<file path="src/rtl/xor_parity_engine.sv">
// Framed XOR reduction unit: accumulates word XOR and count per frame and presents a
// registered result (XOR, parity, count, overflow) on a valid/ready output port.
module xor_parity_engine #(
   parameter int unsigned WIDTH     = 8,
   parameter bit          ODD       = 1'b0,
   parameter int unsigned MAX_WORDS = 16,
   localparam int unsigned CW       = $clog2(MAX_WORDS + 1)
) (
   input  logic             clk,
   input  logic             rst_n,
   input  logic             in_valid_i,
   output logic             in_ready_o,
   input  logic [WIDTH-1:0] in_data_i,
   input  logic             in_last_i,
   output logic             out_valid_o,
   input  logic             out_ready_i,
   output logic [WIDTH-1:0] out_xor_o,
   output logic             out_parity_o,
   output logic [CW-1:0]    out_count_o,
   output logic             out_overflow_o
);

   localparam logic [CW-1:0] CntOne = CW'(1);
   localparam logic [CW-1:0] CntMax = CW'(MAX_WORDS);

   typedef enum logic {StAccum, StHold} state_e;

   state_e           state_q, state_d;
   logic [WIDTH-1:0] acc_xor_q, acc_xor_d;
   logic [CW-1:0]    acc_cnt_q, acc_cnt_d;
   logic [WIDTH-1:0] res_xor_q, res_xor_d;
   logic [CW-1:0]    res_cnt_q, res_cnt_d;
   logic             res_ovf_q, res_ovf_d;

   logic [WIDTH-1:0] sum_xor;
   logic [CW-1:0]    sum_cnt;
   logic             at_max;

   assign sum_xor = acc_xor_q ^ in_data_i;
   assign sum_cnt = acc_cnt_q + CntOne;
   assign at_max  = (sum_cnt == CntMax);

   always_comb begin
      state_d   = state_q;
      acc_xor_d = acc_xor_q;
      acc_cnt_d = acc_cnt_q;
      res_xor_d = res_xor_q;
      res_cnt_d = res_cnt_q;
      res_ovf_d = res_ovf_q;
      case (state_q)
         StAccum: begin
            if (in_valid_i) begin
               if (in_last_i || at_max) begin
                  res_xor_d = sum_xor;
                  res_cnt_d = sum_cnt;
                  // An explicit last on the final allowed word is a normal close
                  res_ovf_d = !in_last_i && at_max;
                  acc_xor_d = '0;
                  acc_cnt_d = '0;
                  state_d   = StHold;
               end else begin
                  acc_xor_d = sum_xor;
                  acc_cnt_d = sum_cnt;
               end
            end
         end
         StHold: begin
            if (out_ready_i) begin
               state_d = StAccum;
            end
         end
      endcase
   end

   always_ff @(posedge clk or negedge rst_n) begin
      if (!rst_n) begin
         state_q   <= StAccum;
         acc_xor_q <= '0;
         acc_cnt_q <= '0;
         res_xor_q <= '0;
         res_cnt_q <= '0;
         res_ovf_q <= 1'b0;
      end else begin
         state_q   <= state_d;
         acc_xor_q <= acc_xor_d;
         acc_cnt_q <= acc_cnt_d;
         res_xor_q <= res_xor_d;
         res_cnt_q <= res_cnt_d;
         res_ovf_q <= res_ovf_d;
      end
   end

   assign in_ready_o     = (state_q == StAccum);
   assign out_valid_o    = (state_q == StHold);
   assign out_xor_o      = res_xor_q;
   assign out_parity_o   = (^res_xor_q) ^ ODD;
   assign out_count_o    = res_cnt_q;
   assign out_overflow_o = res_ovf_q;

endmodule
</file>
<file path="config.mk">
export PLATFORM = sky130hd
export DESIGN_NAME = xor_parity_engine
export DESIGN_NICKNAME = d
export VERILOG_FILES = /design/src/rtl/xor_parity_engine.sv
export SDC_FILE = /design/constraint.sdc
export NUM_CORES = 1
export LEC_CHECK = 0
export ABC_AREA = 1
export BUFFER_PORTS_ARGS = -buffer_cell sky130_fd_sc_hd__buf_4
export CAP_MARGIN = 25
export CORE_AREA = 5 5 56 58
export DETAILED_ROUTE_END_ITERATION = 8
export DIE_AREA = 0 0 61 63
export GPL_TIMING_DRIVEN = 0
export HOLD_SLACK_MARGIN = 0.12
export MAX_ROUTING_LAYER = met4
export PLACE_DENSITY = 0.81
export SLEW_MARGIN = 5
export SYNTH_ARGS = -nofsm -noshare
export SYNTH_HDL_FRONTEND = slang
export SYNTH_SLANG_ARGS = --single-unit
</file>
<file path="constraint.sdc">
create_clock -name clk -period 3.5 [get_ports clk]
set_clock_uncertainty 0.15 [all_clocks]
set_input_delay 0.35 -clock clk [delete_from_list [all_inputs] [get_ports clk]]
set_output_delay 0.35 -clock clk [all_outputs]
set_load 0.05 [all_outputs]
</file>
Word-level counts from Yosys, hierarchy flattened
Cells that the tools add are included.

Register bits after elaboration: 28. Input bits: 13. Output and inout port bits: 17. Word-level logic and storage cells: 22.

Bitwise gates (word level): 2. $add $sub $neg: 1. Reductions and logical operators: 6. Muxes and demuxes: 6. Eq/ne operators: 1.

Operators with widths (number): two-way mux 8 bit (1); parity 8 bit (1); bitwise XOR 8 bit (1); adder 5 x 1 -> 5 bit (second input constant) (1); == test 5 bit (second input constant) (1); two-way mux 5 bit (1); two-way mux 1 bit (3); AND reduction 3 bit (1); one-hot mux 1 bit (2 select lines) (1); AND reduction 2 bit (1); logical AND 1 bit (1); zero test 1 bit (1); logical OR 1 bit (1); NOT 1 bit (1).

Depth between registers and ports, before layout
Depth in word-level cells: 6. Depth in mapped cells: 10. Gate-level depth less buffers: 9.

Worst setup path after synthesis
Ideal clock, no wire load.

Path kind: reg2out. From: reg res_xor_q[5], in the netlist out_xor_o[5]. To: out out_parity_o. Arrival: 1.794 ns. Required time: 3.000 ns. Setup slack: 1.206 ns. Cell stages (with the launch flop): 4. Cells stage by stage: dfrtp_1 -> xor2_1 -> xnor2_1 -> xnor2_1.

Cells in the longest elaborated chain, start to end: 1.

Ends and longest elaborated chain: start, declared (line 31) `logic [WIDTH-1:0] res_xor_q, res_xor_d;`; start signal, assigned (line 87) `res_xor_q <= res_xor_d;`; parity 8 bit (line 96) `assign out_parity_o = (^res_xor_q) ^ ODD;`; end, declared (line 18) `output logic out_parity_o,`.

No other way between the ends.

Worst setup path after layout
From: reg res_xor_q[0], in the netlist out_xor_o[0]. To: out out_parity_o.

The elaborated chain is that of the path after synthesis.

==> results.toml <==
[worst_setup_path]
cp.required_ns = 3.00
critical_path_arrival_ns = 1.47
endpoint_kind = "primary output"
path_class = "reg2out"
cp-start-kind = "flop"
worstPathMaxFanout = 3

[clocking]
cts.sinks = 28
cts-resized-gates = 0
tritoncts = "yes"
clockBufferDepth = 2
cts_root_buf = "clkbuf_4"
htreeDepth = 1
cts_buffers = 3
clk_pin_slew_ns = 0.14
clock_latency_ns = 0.32
post-cts-setup-buffer-count = 0

[logic_synthesis]
synth_area_um2 = 1350
syn_avg_cell_area_um2 = 8.85
yosys-top-cells-area = "dfrtp_1 52%, nand2_1 13%, xnor2_1 8.5%"
synth_ff_type = "dfrtp_1"
yosysTopAreaCellShare_pct = 52.1
synth_warnings = 0
syn_inst = 152
synth_common_cells = "46 x nand2_1, 28 x dfrtp_1, 18 x nand3_1"
yosysUniqueCellTypes = 19
syn-num-nets = 166
synthArstFlopShare_pct = 100
synth_edf_count = 0
seq_area_frac_synth_pct = 52.1
synth_top_cell_by_area = "dfrtp_1"
ys_seq_elements = 28
yosys.cell_count.top_type = "nand2_1"

[power_and_ir_drop]
p_leak_nw = 0.882
irDropWorstVdd_uv = 1080
p_per_area_nw_per_um2 = 695

[detailed_routing]
num_vias = 1065
detail-route-antenna-nets = 0
drc_errors = 0
drt_pass1_iterations = 4
routedWlPerCell_um = 12.2
drt_iter0_drc = 42
vias_per_cell = 4.91
wl_mm = 2.64

[global_routing]
grt_antenna_before_repair = 0
grt.total_usage_pct = 16.2
overflow = 0
grt_pass1_wl_mm = 4.68
grt_max_degree = 29
grt_pass1_vias = 1079

[finish]
drive_gt1_share_pct = 22.0
syn2layout_area_growth_pct = 22.2
stdcell_count = 217
antenna_cells = 0
fin_nets = 202

[floorplanning]
rows = 19
die-area_um2 = 3840
start_util_pct = 51.4
die_h_um = 63
die_w_um = 61
pin_count = 30
core-area_um2 = 2620

[sta]
setup_viol = 0
period_share_pct = 56.3
rsz0062_at_grt = "no"
layout_setup_ws_ns = 1.53
finalSetupTns_ns = 0
fmax_mhz = 508
drv_slew = 0
tightest_slew_ns = 0.411
relSlewSlack_pct = 72.6
post-route-min-period_ns = 1.97
hold_viol_final = 0

[placed_design]
place_ws_ns = 1.74
dpl.hpwl_mm = 2.09
gp_congestion = 0.863
io_buffer_count = 29
dp_cells = 212

[hold_path]
min_path_type = "in2reg"

[status]
status = "complete, no violations"

[run]
max_cap_viol_count = 0
-- logic make-up (layout without fill, tap and decap cells) --
kind of cell / after synthesis / after routing / synth area share, %
fa+ha+maj: 1 / 1 / 0.930
compound gates: 12 / 12 / 4.56
xor+xnor: 15 / 15 / 9.77
buf+inv: 21 / 55 / 6.79
simple gates: 75 / 75 / 25.9
flops: 28 / 28 / 52.1
-- final cells by class --
class | instances | area, µm²
inverter | 17 | 63.8
tap | 31 | 38.8
multi-input combinational | 103 | 553
sequential | 28 | 701
buffer | 4 | 27.5
timing repair buffer | 31 | 238
clock buffer | 3 | 22.5
fill | 235 | 971
-- per-layer routing --
metal / up-vias / global-route usage (%) / wire length (µm)
met2: 29 / 25.3 / 1240
met3: 5 / 1.24 / 102
met1: 482 / 21.4 / 1250
li1: 549 / - / -
met4: 0 / 7.05 / 51
met5: - / - / 0
-- power breakdown --
group | switching, mW | internal [mW] | total [mW]
Clock | 0.0876 | 0.0403 | 0.128
Combinational | 0.377 | 0.195 | 0.572
Sequential | 0.0564 | 0.387 | 0.443
Total | 0.521 | 0.622 | 1.14
-- cells in the final DEF (no fill, tap or decap) --
master         count
buf_2              1
buf_4             30
buf_6              1
clkbuf_1           1
clkbuf_4           3
dfrtp_1           28
dlygate4sd3_1      2
ha_1               1
inv_1             17
nand2_1           46
nand2_2            2
nand2_4            2
nand3_1           18
nand3_4            1
nand4_1            3
nor2_1             2
o21ai_0           11
o22ai_1            1
or2_2              1
xnor2_1           13
xor2_1             2
-- final timing paths --
path,to,depth (start not counted),slack [ns],startpoint
max,out_parity_o,4,1.53,out_xor_o[0]$_DFFE_PN0P_
min,out_xor_o[4]$_DFFE_PN0P_,4,0.19,in_data_i[4]
max reg2reg,out_xor_o[1]$_DFFE_PN0P_,10,1.71,acc_cnt_q[0]$_DFFE_PN0P_
min reg2reg,out_count_o[1]$_DFFE_PN0P_,2,0.34,out_count_o[1]$_DFFE_PN0P_
max in group asynchronous,acc_xor_q[6]$_DFFE_PN0P_,2,2.63,rst_n
min in group asynchronous,acc_cnt_q[2]$_DFFE_PN0P_,2,0.30,rst_n
-- critical path, stage by stage (launching register included) --
cell and delay (ns):
dfrtp_1 0.45, xnor2_1 0.18, xnor2_1 0.16, xnor2_1 0.14, buf_4 0.22
-- sequential cells by signal, summed over array words and instances, names as in the netlist --
signal          count
acc_xor_q           8
out_count_o         5
out_valid_o         1
acc_cnt_q           5
out_overflow_o      1
out_xor_o           8
-- per-stage QoR --
step	util [%]	hold slack, ns	cell area [µm²]	power (mW)
after CTS	62.9	0.188	1640	1.16
after detailed placement	61.2	0.135	1600	1.03
after floorplan	-	-0.0956	1350	0.855
final	62.9	0.195	1640	1.14
after global placement	61.2	0.127	1600	1.01
after global routing	62.9	0.181	1640	1.22
-- what timing repair did --
action / 4_1_cts / 5_1_grt
hold buffers: 2 / 0
endpoints found under the setup margin: 0 / 0
hold endpoints to repair: 29 / 0
Power figures use the tool's default switching activity.
